File: config.mk
export PLATFORM = sky130hd
export DESIGN_NAME = sdram_pattern_tester
export DESIGN_NICKNAME = d
export VERILOG_FILES = /design/src/rtl/sdram_test_pkg.sv /design/src/rtl/sdram_pattern_gen.sv /design/src/rtl/sdram_pattern_tester.sv
export SDC_FILE = /design/constraint.sdc
export NUM_CORES = 1
export LEC_CHECK = 0
export BUFFER_PORTS_ARGS = -buffer_cell sky130_fd_sc_hd__buf_2
export CORE_ASPECT_RATIO = 1.1
export CORE_MARGIN = 2
export CORE_UTILIZATION = 60
export CTS_BUF_LIST = sky130_fd_sc_hd__clkbuf_2 sky130_fd_sc_hd__clkbuf_4 sky130_fd_sc_hd__clkbuf_8
export DETAILED_ROUTE_END_ITERATION = 8
export GPL_TIMING_DRIVEN = 0
export HOLD_SLACK_MARGIN = 0.08
export PLACE_DENSITY = 0.83
export SLEW_MARGIN = 15
export SYNTH_ARGS = -nofsm -noshare
export SYNTH_HDL_FRONTEND = slang
export SYNTH_HIERARCHICAL = 1
export SYNTH_SLANG_ARGS = --single-unit
File: constraint.sdc
create_clock -name clk -period 3.9 [get_ports clk]
set_clock_uncertainty 0.05 [all_clocks]
set_input_delay 0.39 -clock clk [delete_from_list [all_inputs] [get_ports clk]]
set_output_delay 0.39 -clock clk [all_outputs]
set_load 0.02 [all_outputs]
File: src/rtl/sdram_test_pkg.sv
// Shared definitions for the SDRAM pattern tester: FSM encoding, pattern modes,
// LFSR tap masks and seed folding.
package sdram_test_pkg;

  typedef enum logic [2:0] {
    ST_IDLE      = 3'd0,
    ST_WRITE     = 3'd1,
    ST_READ_REQ  = 3'd2,
    ST_READ_WAIT = 3'd3,
    ST_DONE      = 3'd4,
    ST_HALT      = 3'd5
  } state_e;

  typedef enum logic [1:0] {
    MODE_ADDR     = 2'd0,
    MODE_INV_ADDR = 2'd1,
    MODE_WALK1    = 2'd2,
    MODE_LFSR     = 2'd3
  } mode_e;

  localparam logic [7:0]  LFSR_TAPS_8  = 8'hB8;
  localparam logic [15:0] LFSR_TAPS_16 = 16'hB400;
  localparam logic [31:0] LFSR_TAPS_32 = 32'h80200003;

  // Right-shifting Galois tap mask for the supported data widths.
  function automatic logic [31:0] lfsr_taps(input int unsigned width);
    logic [31:0] t;
    case (width)
      8:       t = {24'h0, LFSR_TAPS_8};
      16:      t = {16'h0, LFSR_TAPS_16};
      default: t = LFSR_TAPS_32;
    endcase
    return t;
  endfunction

  // {pass[7:0], 8'hA5}: XOR-folded for 8 bits, zero-extended otherwise; never zero.
  function automatic logic [31:0] lfsr_seed(input logic [7:0] pass_lsb, input int unsigned width);
    logic [15:0] raw;
    logic [31:0] s;
    raw = {pass_lsb, 8'hA5};
    case (width)
      8:       s = {24'h0, raw[15:8] ^ raw[7:0]};
      default: s = {16'h0, raw};
    endcase
    if (s == 32'h0) s = 32'h1;
    return s;
  endfunction

endpackage

File: src/rtl/sdram_pattern_gen.sv
// Combinational test-pattern generator: pattern for one address plus the
// following LFSR state.
module sdram_pattern_gen
  import sdram_test_pkg::*;
#(
  parameter int unsigned ADDR_W = 23,
  parameter int unsigned DATA_W = 32
) (
  input  logic [1:0]        mode_i,
  input  logic [ADDR_W-1:0] addr_i,
  input  logic [DATA_W-1:0] lfsr_i,
  output logic [DATA_W-1:0] pattern_o,
  output logic [DATA_W-1:0] lfsr_next_o
);

  localparam int unsigned SH_W = $clog2(DATA_W);
  localparam logic [DATA_W-1:0] TAPS = DATA_W'(lfsr_taps(DATA_W));
  localparam logic [DATA_W-1:0] ONE  = {{(DATA_W-1){1'b0}}, 1'b1};

  logic [DATA_W-1:0] addr_ext;

  assign addr_ext = DATA_W'(addr_i);

  always_comb begin
    pattern_o = '0;
    case (mode_e'(mode_i))
      MODE_ADDR:     pattern_o = addr_ext;
      MODE_INV_ADDR: pattern_o = ~addr_ext;
      MODE_WALK1:    pattern_o = ONE << addr_i[SH_W-1:0];
      default:       pattern_o = lfsr_i;
    endcase
  end

  assign lfsr_next_o = (lfsr_i >> 1) ^ (lfsr_i[0] ? TAPS : '0);

endmodule

File: src/rtl/sdram_pattern_tester.sv
// Memory tester: writes a pattern over an address range through a simple
// request/busy controller port, reads it back one word at a time and compares.
module sdram_pattern_tester
  import sdram_test_pkg::*;
#(
  parameter int unsigned       ADDR_W     = 23,
  parameter int unsigned       DATA_W     = 32,
  parameter logic [ADDR_W-1:0] START_ADDR = '0,
  parameter logic [ADDR_W-1:0] END_ADDR   = '1,
  parameter int unsigned       AUTO_START = 1,
  parameter int unsigned       TIMEOUT    = 1024
) (
  input  logic              clk,
  input  logic              rst,
  input  logic              start,
  input  logic [1:0]        mode,
  input  logic              continuous,
  output logic [ADDR_W-1:0] addr,
  output logic              rw,
  output logic [DATA_W-1:0] data_in,
  output logic              in_valid,
  input  logic              busy,
  input  logic [DATA_W-1:0] data_out,
  input  logic              out_valid,
  output logic              done,
  output logic              error,
  output logic              timeout,
  output logic [15:0]       error_count,
  output logic [15:0]       pass_count,
  output logic [ADDR_W-1:0] first_fail_addr,
  output logic [7:0]        leds
);

  localparam int unsigned TW = $clog2(TIMEOUT + 1);

  state_e            state_q, state_d;
  logic [1:0]        mode_q, mode_d;
  logic [ADDR_W-1:0] addr_q, addr_d;
  logic              rw_q, rw_d;
  logic [DATA_W-1:0] data_q, data_d;
  logic              inv_q, inv_d;
  logic              done_q, done_d;
  logic              error_q, error_d;
  logic              tmo_q, tmo_d;
  logic [15:0]       err_cnt_q, err_cnt_d;
  logic [15:0]       pass_cnt_q, pass_cnt_d;
  logic [ADDR_W-1:0] ffa_q, ffa_d;
  logic [ADDR_W-1:0] cur_q, cur_d;
  logic [DATA_W-1:0] wr_lfsr_q, wr_lfsr_d;
  logic [DATA_W-1:0] rd_lfsr_q, rd_lfsr_d;
  logic [TW-1:0]     wait_q, wait_d;
  logic              first_q;

  logic [DATA_W-1:0] wr_pat, wr_next, rd_pat, rd_next;
  logic [DATA_W-1:0] seed_cur, seed_nxt;
  logic [7:0]        pass_lsb_nxt;
  logic              accepted, tmo_hit;

  sdram_pattern_gen #(.ADDR_W(ADDR_W), .DATA_W(DATA_W)) u_wr_gen (
    .mode_i      (mode_q),
    .addr_i      (cur_q),
    .lfsr_i      (wr_lfsr_q),
    .pattern_o   (wr_pat),
    .lfsr_next_o (wr_next)
  );

  sdram_pattern_gen #(.ADDR_W(ADDR_W), .DATA_W(DATA_W)) u_rd_gen (
    .mode_i      (mode_q),
    .addr_i      (cur_q),
    .lfsr_i      (rd_lfsr_q),
    .pattern_o   (rd_pat),
    .lfsr_next_o (rd_next)
  );

  assign pass_lsb_nxt = pass_cnt_q[7:0] + 8'd1;
  assign seed_cur     = DATA_W'(lfsr_seed(pass_cnt_q[7:0], DATA_W));
  assign seed_nxt     = DATA_W'(lfsr_seed(pass_lsb_nxt, DATA_W));
  assign accepted     = inv_q && !busy;
  assign tmo_hit      = (wait_q == TW'(TIMEOUT - 1));

  always_ff @(posedge clk) begin
    if (rst) begin
      state_q    <= ST_IDLE;
      mode_q     <= '0;
      addr_q     <= '0;
      rw_q       <= 1'b0;
      data_q     <= '0;
      inv_q      <= 1'b0;
      done_q     <= 1'b0;
      error_q    <= 1'b0;
      tmo_q      <= 1'b0;
      err_cnt_q  <= '0;
      pass_cnt_q <= '0;
      ffa_q      <= '0;
      cur_q      <= '0;
      wr_lfsr_q  <= '0;
      rd_lfsr_q  <= '0;
      wait_q     <= '0;
      first_q    <= 1'b1;
    end else begin
      state_q    <= state_d;
      mode_q     <= mode_d;
      addr_q     <= addr_d;
      rw_q       <= rw_d;
      data_q     <= data_d;
      inv_q      <= inv_d;
      done_q     <= done_d;
      error_q    <= error_d;
      tmo_q      <= tmo_d;
      err_cnt_q  <= err_cnt_d;
      pass_cnt_q <= pass_cnt_d;
      ffa_q      <= ffa_d;
      cur_q      <= cur_d;
      wr_lfsr_q  <= wr_lfsr_d;
      rd_lfsr_q  <= rd_lfsr_d;
      wait_q     <= wait_d;
      first_q    <= 1'b0;
    end
  end

  always_comb begin
    state_d    = state_q;
    mode_d     = mode_q;
    addr_d     = addr_q;
    rw_d       = rw_q;
    data_d     = data_q;
    inv_d      = inv_q;
    done_d     = done_q;
    error_d    = error_q;
    tmo_d      = tmo_q;
    err_cnt_d  = err_cnt_q;
    pass_cnt_d = pass_cnt_q;
    ffa_d      = ffa_q;
    cur_d      = cur_q;
    wr_lfsr_d  = wr_lfsr_q;
    rd_lfsr_d  = rd_lfsr_q;
    wait_d     = '0;

    case (state_q)
      ST_IDLE: begin
        if (start || ((AUTO_START != 0) && first_q)) begin
          state_d   = ST_WRITE;
          mode_d    = mode;
          cur_d     = START_ADDR;
          wr_lfsr_d = seed_cur;
        end
      end

      // cur_q runs one address ahead of the request register in this state.
      ST_WRITE: begin
        if (inv_q && busy) begin
          if (tmo_hit) begin
            tmo_d   = 1'b1;
            inv_d   = 1'b0;
            state_d = ST_HALT;
          end else begin
            wait_d = wait_q + 1'b1;
          end
        end else if (accepted && (addr_q == END_ADDR)) begin
          inv_d     = 1'b0;
          state_d   = ST_READ_REQ;
          cur_d     = START_ADDR;
          rd_lfsr_d = seed_cur;
        end else begin
          inv_d     = 1'b1;
          rw_d      = 1'b1;
          addr_d    = cur_q;
          data_d    = wr_pat;
          cur_d     = cur_q + 1'b1;
          wr_lfsr_d = wr_next;
        end
      end

      ST_READ_REQ: begin
        if (!inv_q) begin
          inv_d  = 1'b1;
          rw_d   = 1'b0;
          addr_d = cur_q;
        end else if (busy) begin
          if (tmo_hit) begin
            tmo_d   = 1'b1;
            inv_d   = 1'b0;
            state_d = ST_HALT;
          end else begin
            wait_d = wait_q + 1'b1;
          end
        end else begin
          inv_d   = 1'b0;
          state_d = ST_READ_WAIT;
        end
      end

      ST_READ_WAIT: begin
        if (out_valid) begin
          if (data_out != rd_pat) begin
            error_d = 1'b1;
            if (err_cnt_q != 16'hFFFF) err_cnt_d = err_cnt_q + 16'd1;
            if (!error_q) ffa_d = cur_q;
          end
          if (cur_q == END_ADDR) begin
            pass_cnt_d = pass_cnt_q + 16'd1;
            if (continuous) begin
              state_d   = ST_WRITE;
              cur_d     = START_ADDR;
              wr_lfsr_d = seed_nxt;
            end else begin
              state_d = ST_DONE;
              done_d  = 1'b1;
            end
          end else begin
            cur_d     = cur_q + 1'b1;
            rd_lfsr_d = rd_next;
            state_d   = ST_READ_REQ;
          end
        end else if (tmo_hit) begin
          tmo_d   = 1'b1;
          state_d = ST_HALT;
        end else begin
          wait_d = wait_q + 1'b1;
        end
      end

      ST_DONE: begin
        if (start) begin
          done_d    = 1'b0;
          err_cnt_d = '0;
          state_d   = ST_WRITE;
          mode_d    = mode;
          cur_d     = START_ADDR;
          wr_lfsr_d = seed_cur;
        end
      end

      ST_HALT: begin
        state_d = ST_HALT;
      end

      default: begin
        state_d = ST_IDLE;
      end
    endcase
  end

  assign addr            = addr_q;
  assign rw              = rw_q;
  assign data_in         = data_q;
  assign in_valid        = inv_q;
  assign done            = done_q;
  assign error           = error_q;
  assign timeout         = tmo_q;
  assign error_count     = err_cnt_q;
  assign pass_count      = pass_cnt_q;
  assign first_fail_addr = ffa_q;
  assign leds            = {error_q, tmo_q, done_q, pass_cnt_q[4:0]};

endmodule
==> results of run 1 <==
[timing repair]
item / CTS / global route
endpoints found under the setup margin: 30 / 30
buffers inserted: 0 / 3
hold endpoints to repair: 3 / 0
hold buffers: 3 / 0
gates resized for setup: 4 / 7
pin swaps: 0 / 1
[power breakdown]
group          total [W]  switching [W]  internal (W)
Clock            0.00227       0.000981       0.00129
Combinational    0.00248        0.00166      0.000823
Sequential       0.00255       0.000169       0.00239
Total            0.00731        0.00281       0.00450
[synthesized netlist by cell type (3+ instances only)]
cell,number
dfxtp_1,219
nand2_1,168
a21oi_1,147
nor2_1,111
nand3_1,83
clkbuf_1,73
buf_4,69
o21ai_0,67
a311oi_1,53
nor2b_1,53
o21bai_1,48
xor2_1,43
buf_2,31
mux2i_1,31
nor3_1,29
a22o_1,20
nand4_1,18
o211ai_1,18
inv_1,17
o31ai_1,16
nor4_1,15
or3_1,15
xnor2_1,15
or4_1,14
or2_2,11
and3_1,9
nand2b_1,9
a31oi_1,8
o22ai_1,8
o41ai_1,7
o221ai_1,6
buf_6,5
nor3b_1,5
and2b_1,4
ha_1,4
o32ai_1,4
a211oi_1,3
a31o_2,3
and4_1,3
[final cells by class]
type                    count  area, um2  area share
plain buffers             180       1010      0.0731
inverters                  18       67.6     0.00487
flip-flops and latches    219       4390       0.317
clock inverters             8       70.1     0.00505
well taps                 247        309      0.0223
multi-input cells        1075       6410       0.462
clock buffers              58        748      0.0540
repair buffers            167        858      0.0619
[per-stage QoR]
step | worst slack (ns) | power, W | instances | setup TNS (ns)
after floorplan | 0.960 | 0.00430 | 1492 | 0
after global placement | -0.252 | 0.00495 | 1900 | -4.58
after detailed placement | -0.235 | 0.00499 | 1900 | -3.80
after CTS | 0.0832 | 0.00723 | 1969 | 0
after global routing | 0.0815 | 0.00761 | 1972 | 0
final | 0.280 | 0.00731 | 1972 | 0
[per-layer routing]
metal  share of wire  up-vias  global-route usage
met3           0.098      112              0.0699
met4           0.044        0               0.166
met2            0.45      652               0.563
met5               0        -                   0
met1            0.41     5850               0.470
li1                -     5708                   -
[registers in the layout, indices dropped and copies added, names as in the netlist]
name / count
first_fail_addr: 23
pass_count: 16
timeout: 1
rw: 1
addr: 23
error: 1
cur_q: 23
state_q: 3
rd_lfsr_q: 32
mode_q: 2
in_valid: 1
first_q: 1
wait_q: 11
wr_lfsr_q: 32
done: 1
error_count: 16
data_in: 32
[how the worst min path moves through the flow]
stage | startpoint | endpoint | slack (ns)
after global routing | start | state_q[2]$_SDFFE_PP0P_ | 0.19
final | start | state_q[2]$_SDFFE_PP0P_ | 0.18
after CTS | start | state_q[2]$_SDFFE_PP0P_ | 0.17
after floorplan | rst | first_q$_DFF_P_ | 0.37
after global placement | wait_q[0]$_SDFF_PP0_ | wait_q[0]$_SDFF_PP0_ | 0.39
after detailed placement | data_in[2]$_SDFFE_PP0P_ | data_in[2]$_SDFFE_PP0P_ | 0.39
[critical path: cells and delay by family (launching register included)]
family | cells | cell delay, ns
and+or+nand+nor | 4 | 1.09
DFF | 1 | 0.73
xor gates and xnor gates | 1 | 0.10
AOI/OAI and AO/OA | 3 | 0.70
muxes | 1 | 0.26
buffers and inverters | 2 | 0.55
[kinds of logic after synthesis]
| family | count (synthesis) |
|---|---|
| muxes | 31 |
| DFF | 219 |
| buffers and inverters | 198 |
| and+or+nand+nor | 562 |
| adders and majority gates | 4 |
| xor gates and xnor gates | 58 |
| AOI/OAI and AO/OA | 420 |
==> metrics.txt, run 1 <==
worst-margin pin slew just under 0.9 ns; first-pass GRT wire length 59.7 mm; Setup crit end first_fail_addr[12]$_SDFFE_PP0P_; core region area ~19000 um2; Buffers on Ports between 150 and 200; Min Hold Slack between 0.15 and 0.2 ns; drt first pass iters 6; syn_nets 1536; # setup viols final 0; Residual DRC 0; Area Growth Syn to Fin 17.0%; area leader, netlist dfxtp_1; post-synthesis mux area share 0.0262; synthesis warning total 6; GRT Total Usage 0.355; top area cells in the synthesized netlist dfxtp_1, a21oi_1, nand2_1, buf_4, a311oi_1; cells after synthesis ~1500; Worst Setup SP cur_q[2]$_SDFFE_PP0P_; FF-to-FF Start cur_q[2]$_SDFFE_PP0P_; GP Congestion about 0.99; number of H-tree levels 2; DR vias 12300; EDFF count, synth 0; number of routed nets with antenna violations 0; Synth Register Bits around 220; Max FO, Critical Path 11; Worst slew margin 0.400; async set-reset flop share out of synthesis 0; CTS root buffer clkbuf_8; CTS sink count between 200 and 250; Register-to-Register Path Depth 11; initial core utilization 0.616; Adder-Cell Fraction of Synth Area 0.00422; Final Util 0.721; CTS Buf Count 38; post-synthesis sequential area ratio 0.370; final hold viol count 0; max-cap viol count 0; fin crit period ~3.6 ns; flop-to-flop setup slack between 0.2 and 0.3 ns; most frequent cells in the layout dfxtp_1, buf_2, nand2_1; Synth Area per Inst 7.94 um2; DRT Wirelength 38.8 mm; status finished, final reports clean; clock latency on the worst-skew pair between 0.5 and 0.6 ns; PD cells 527 nW/um2; Hold Path Cell Cnt 4; GRT overflow 0; vias per inst about 6.2; CP arrival ~4.0 ns; Synth Area in Compound Gates 0.230; clock tree buffer depth 3; Synth top area share 0.370; dominant synthesized flop cell dfxtp_1; Die ar. roughly 21000 um2; Final Max Slew Viols 0; Die W ~140 um; ratio of cells with drive above 1 in the final layout 0.213; total I/O pin count about 160; post-route cell area between 10000 and 15000 um2; critical path required time 4.26 ns; max incr delay on CP roughly 0.73 ns; Setup crit start kind register; critical path class register to register; Post-Synth Simple-Gate Area 0.236; placed cell area between 10000 and 15000 um2; fmax approximately 280 MHz; Die Y-Extent approximately 150 um; area share of xor/xnor cells in the synthesized design 0.0429; RSZ-0062 raised after global routing false; Rows 53; initial antenna violation count 0; vias in the first global route roughly 12000; crit path capture type register; CTS tree done; nets 1743; largest net degree at the start of global routing 19; cell breakdown of the critical path and3b_1 -> buf_6 -> a311oi_1 -> a21oi_1 -> xor2_1 -> nor4_1 -> nand4_1 -> o21ai_4 -> buf_2 -> mux2i_1 -> nor2_1; RR Endpoint first_fail_addr[12]$_SDFFE_PP0P_; fin crit share 0.928; Worst-path clk slew 0.06 ns; slowest cell on the critical path dfxtp_1; post-synthesis cell type count 62; worst min path class input port to register; Post-DP HPWL approximately 28 mm; commonest non-fill, non-tap cell in the layout dfxtp_1; Max VDD drop 0.324 mV; largest family of logic cells by synthesized area simple AND/OR/NAND/NOR gates; 1st-iter DRT viols roughly 1400; antenna cell count 0; routed len/inst 19.7 um; Leakage between 5 and 6 nW; mapped cell area about 12000 um2; number of fill cells between 1500 and 2000
No activity file was read; power rests on OpenSTA's default activity.
==> inputs of run 2 (changes only) <==
--- a/config.mk
+++ b/config.mk
@@ -14,8 +14,8 @@
 export GPL_TIMING_DRIVEN = 0
 export HOLD_SLACK_MARGIN = 0.08
 export PLACE_DENSITY = 0.83
+export RECOVER_POWER = 25
 export SLEW_MARGIN = 15
 export SYNTH_ARGS = -nofsm -noshare
 export SYNTH_HDL_FRONTEND = slang
-export SYNTH_HIERARCHICAL = 1
 export SYNTH_SLANG_ARGS = --single-unit
==> metrics.txt, run 2 <==
first-pass GRT wire length just over 60 mm; critical path class register to register; Die Y-Extent ~150 um; RR Endpoint first_fail_addr[18]$_SDFFE_PP0P_; EDFF count, synth 0; Area Growth Syn to Fin 16.8%; RSZ-0062 raised after global routing false; drt first pass iters 6; post-synthesis cell type count just under 80; post-synthesis sequential area ratio 0.391; Final Max Slew Viols 0; Synth Register Bits 219; commonest non-fill, non-tap cell in the layout nor2_1; most frequent cells in the layout nor2_1, dfxtp_1, clkbuf_1; flop-to-flop setup slack 0.08 ns; GP Congestion around 1.0; worst-margin pin slew 0.885 ns; Final Util 0.713; Worst slew margin 0.410; nets 1679; core region area ~18000 um2; Synth Area per Inst 7.88 um2; fmax 262 MHz; clock tree buffer depth 3; Worst Setup SP cur_q[2]$_SDFFE_PP0P_; CTS root buffer clkbuf_8; Die ar. just under 20000 um2; Setup crit end first_fail_addr[18]$_SDFFE_PP0P_; Setup crit start kind register; GRT overflow 0; Post-DP HPWL 30.2 mm; async set-reset flop share out of synthesis 0; fin crit period 3.82 ns; Max VDD drop 0.579 mV; initial core utilization 0.611; Leakage about 4.9 nW; number of routed nets with antenna violations 0; Tot Pwr approximately 0.0074 W; top area cells in the synthesized netlist dfxtp_1, nor2_1, nand2_1, mux2i_1, a21oi_1; mapped cell area approximately 11000 um2; antenna cell count 0; CTS Buf Count 37; FF-to-FF Start cur_q[2]$_SDFFE_PP0P_; routed len/inst 21.3 um; number of H-tree levels 2; clock latency on the worst-skew pair about 0.55 ns; max-cap viol count 0; most instantiated library cell after synthesis nor2_1; total I/O pin count between 150 and 200; status finished, final reports clean; DRT Wirelength between 40 and 50 mm; largest net degree at the start of global routing 11; dominant synthesized flop cell dfxtp_1; worst min path class input port to register; syn_nets between 1000 and 1500; cells after synthesis between 1000 and 1500; DR vias between 10000 and 15000; Rows between 50 and 60; synthesis warning total 0; Register-to-Register Path Depth 14; GRT Total Usage 0.399; CTS sink count approximately 220; Residual DRC 0; Max FO, Critical Path 10; CTS tree done; Worst-path clk slew around 0.060 ns; ratio of cells with drive above 1 in the final layout 0.119; vias per inst 6.27; crit path capture type register; 1st-iter DRT viols 1080; vias in the first global route around 11000; critical path required time 4.24 ns; final hold viol count 0; synth cell count leaders nor2_1, dfxtp_1, nand2_1, a21oi_1, clkbuf_1; Buffers on Ports ~160; area leader, netlist dfxtp_1; Die W ~130 um; # setup viols final 0; PD cells 566 nW/um2; fin crit share 0.980; initial antenna violation count 0; Synth top area share 0.391; CP arrival around 4.2 ns
==> run 2: layout make-up <==
class / instances / area (um2)
Multi-Input combinational cell: 1049 / 6220
Sequential cell: 219 / 4380
Tap cell: 243 / 304
Clock inverter: 4 / 51.3
Buffer: 118 / 536
Fill cell: 1535 / 5260
Timing Repair Buffer: 169 / 764
Inverter: 36 / 135
Clock buffer: 54 / 699
==> run 2: worst min path at each step <==
| stage | start | end | slack, ns | depth (start not counted) |
|---|---|---|---|---|
| CTS | continuous | done$_SDFFE_PP0P_ | 0.18 | 3 |
| finish | continuous | done$_SDFFE_PP0P_ | 0.20 | 3 |
| floorplan | rst | first_q$_DFF_P_ | 0.37 | 0 |
| global route | continuous | done$_SDFFE_PP0P_ | 0.21 | 3 |
| detailed placement | data_in[23]$_SDFFE_PP0P_ | data_in[23]$_SDFFE_PP0P_ | 0.40 | 2 |
| global placement | data_in[28]$_SDFFE_PP0P_ | data_in[28]$_SDFFE_PP0P_ | 0.39 | 2 |
==> run 2: through the flow <==
step	setup TNS (ns)	area [um2]	cells	worst slack (ns)	hold slack, ns
floorplan	0	11200	1422	0.741	0.368
finish	0	13100	1892	0.0761	0.202
detailed placement	-8.38	12300	1827	-0.288	0.397
CTS	0	13100	1889	0.00121	0.183
global route	0	13100	1892	0.0140	0.208
global placement	-7.67	12300	1827	-0.256	0.389
==> run 2: cells by family after synthesis <==
family / synth area share
muxes: 0.0494
AOI/OAI and AO/OA: 0.181
adders and majority gates: 0.0100
DFF: 0.391
xor gates and xnor gates: 0.0547
buffers and inverters: 0.0594
and+or+nand+nor: 0.254
==> run 2: where the power goes <==
group,switching (W),internal [W]
Combinational,0.00183,0.000770
Clock,0.000926,0.00121
Sequential,0.000210,0.00247
Total,0.00297,0.00445
==> run 2: layer usage <==
| metal | global-route usage | vias up | share of wire |
|---|---|---|---|
| li1 | - | 5418 | - |
| met1 | 0.506 | 5596 | 0.39 |
| met2 | 0.647 | 688 | 0.46 |
| met3 | 0.0768 | 154 | 0.092 |
| met4 | 0.208 | 0 | 0.060 |
| met5 | 0 | - | 0 |
==> run 2: repair_timing <==
item | in CTS | in global routing
setup endpoints to repair | 39 | 46
hold endpoints to repair | 3 | 0
gates cloned | 0 | 0
hold buffers | 3 | 0
gates resized for setup | 4 | 7
setup buffers | 1 | 3
pin swaps | 1 | 3
==> run 2: critical path: stages (launching register included) <==
cell and delay [ns]:
dfxtp_1 0.33, clkbuf_4 0.22, clkbuf_4 0.25, inv_1 0.15, ha_1 0.29, nor2b_1 0.19
a41oi_2 0.38, mux2_2 0.40, nand4_1 0.16, nor4_4 0.06, buf_4 0.17, a211oi_4 0.39
buf_4 0.29, mux2i_1 0.24, nor2_1 0.08
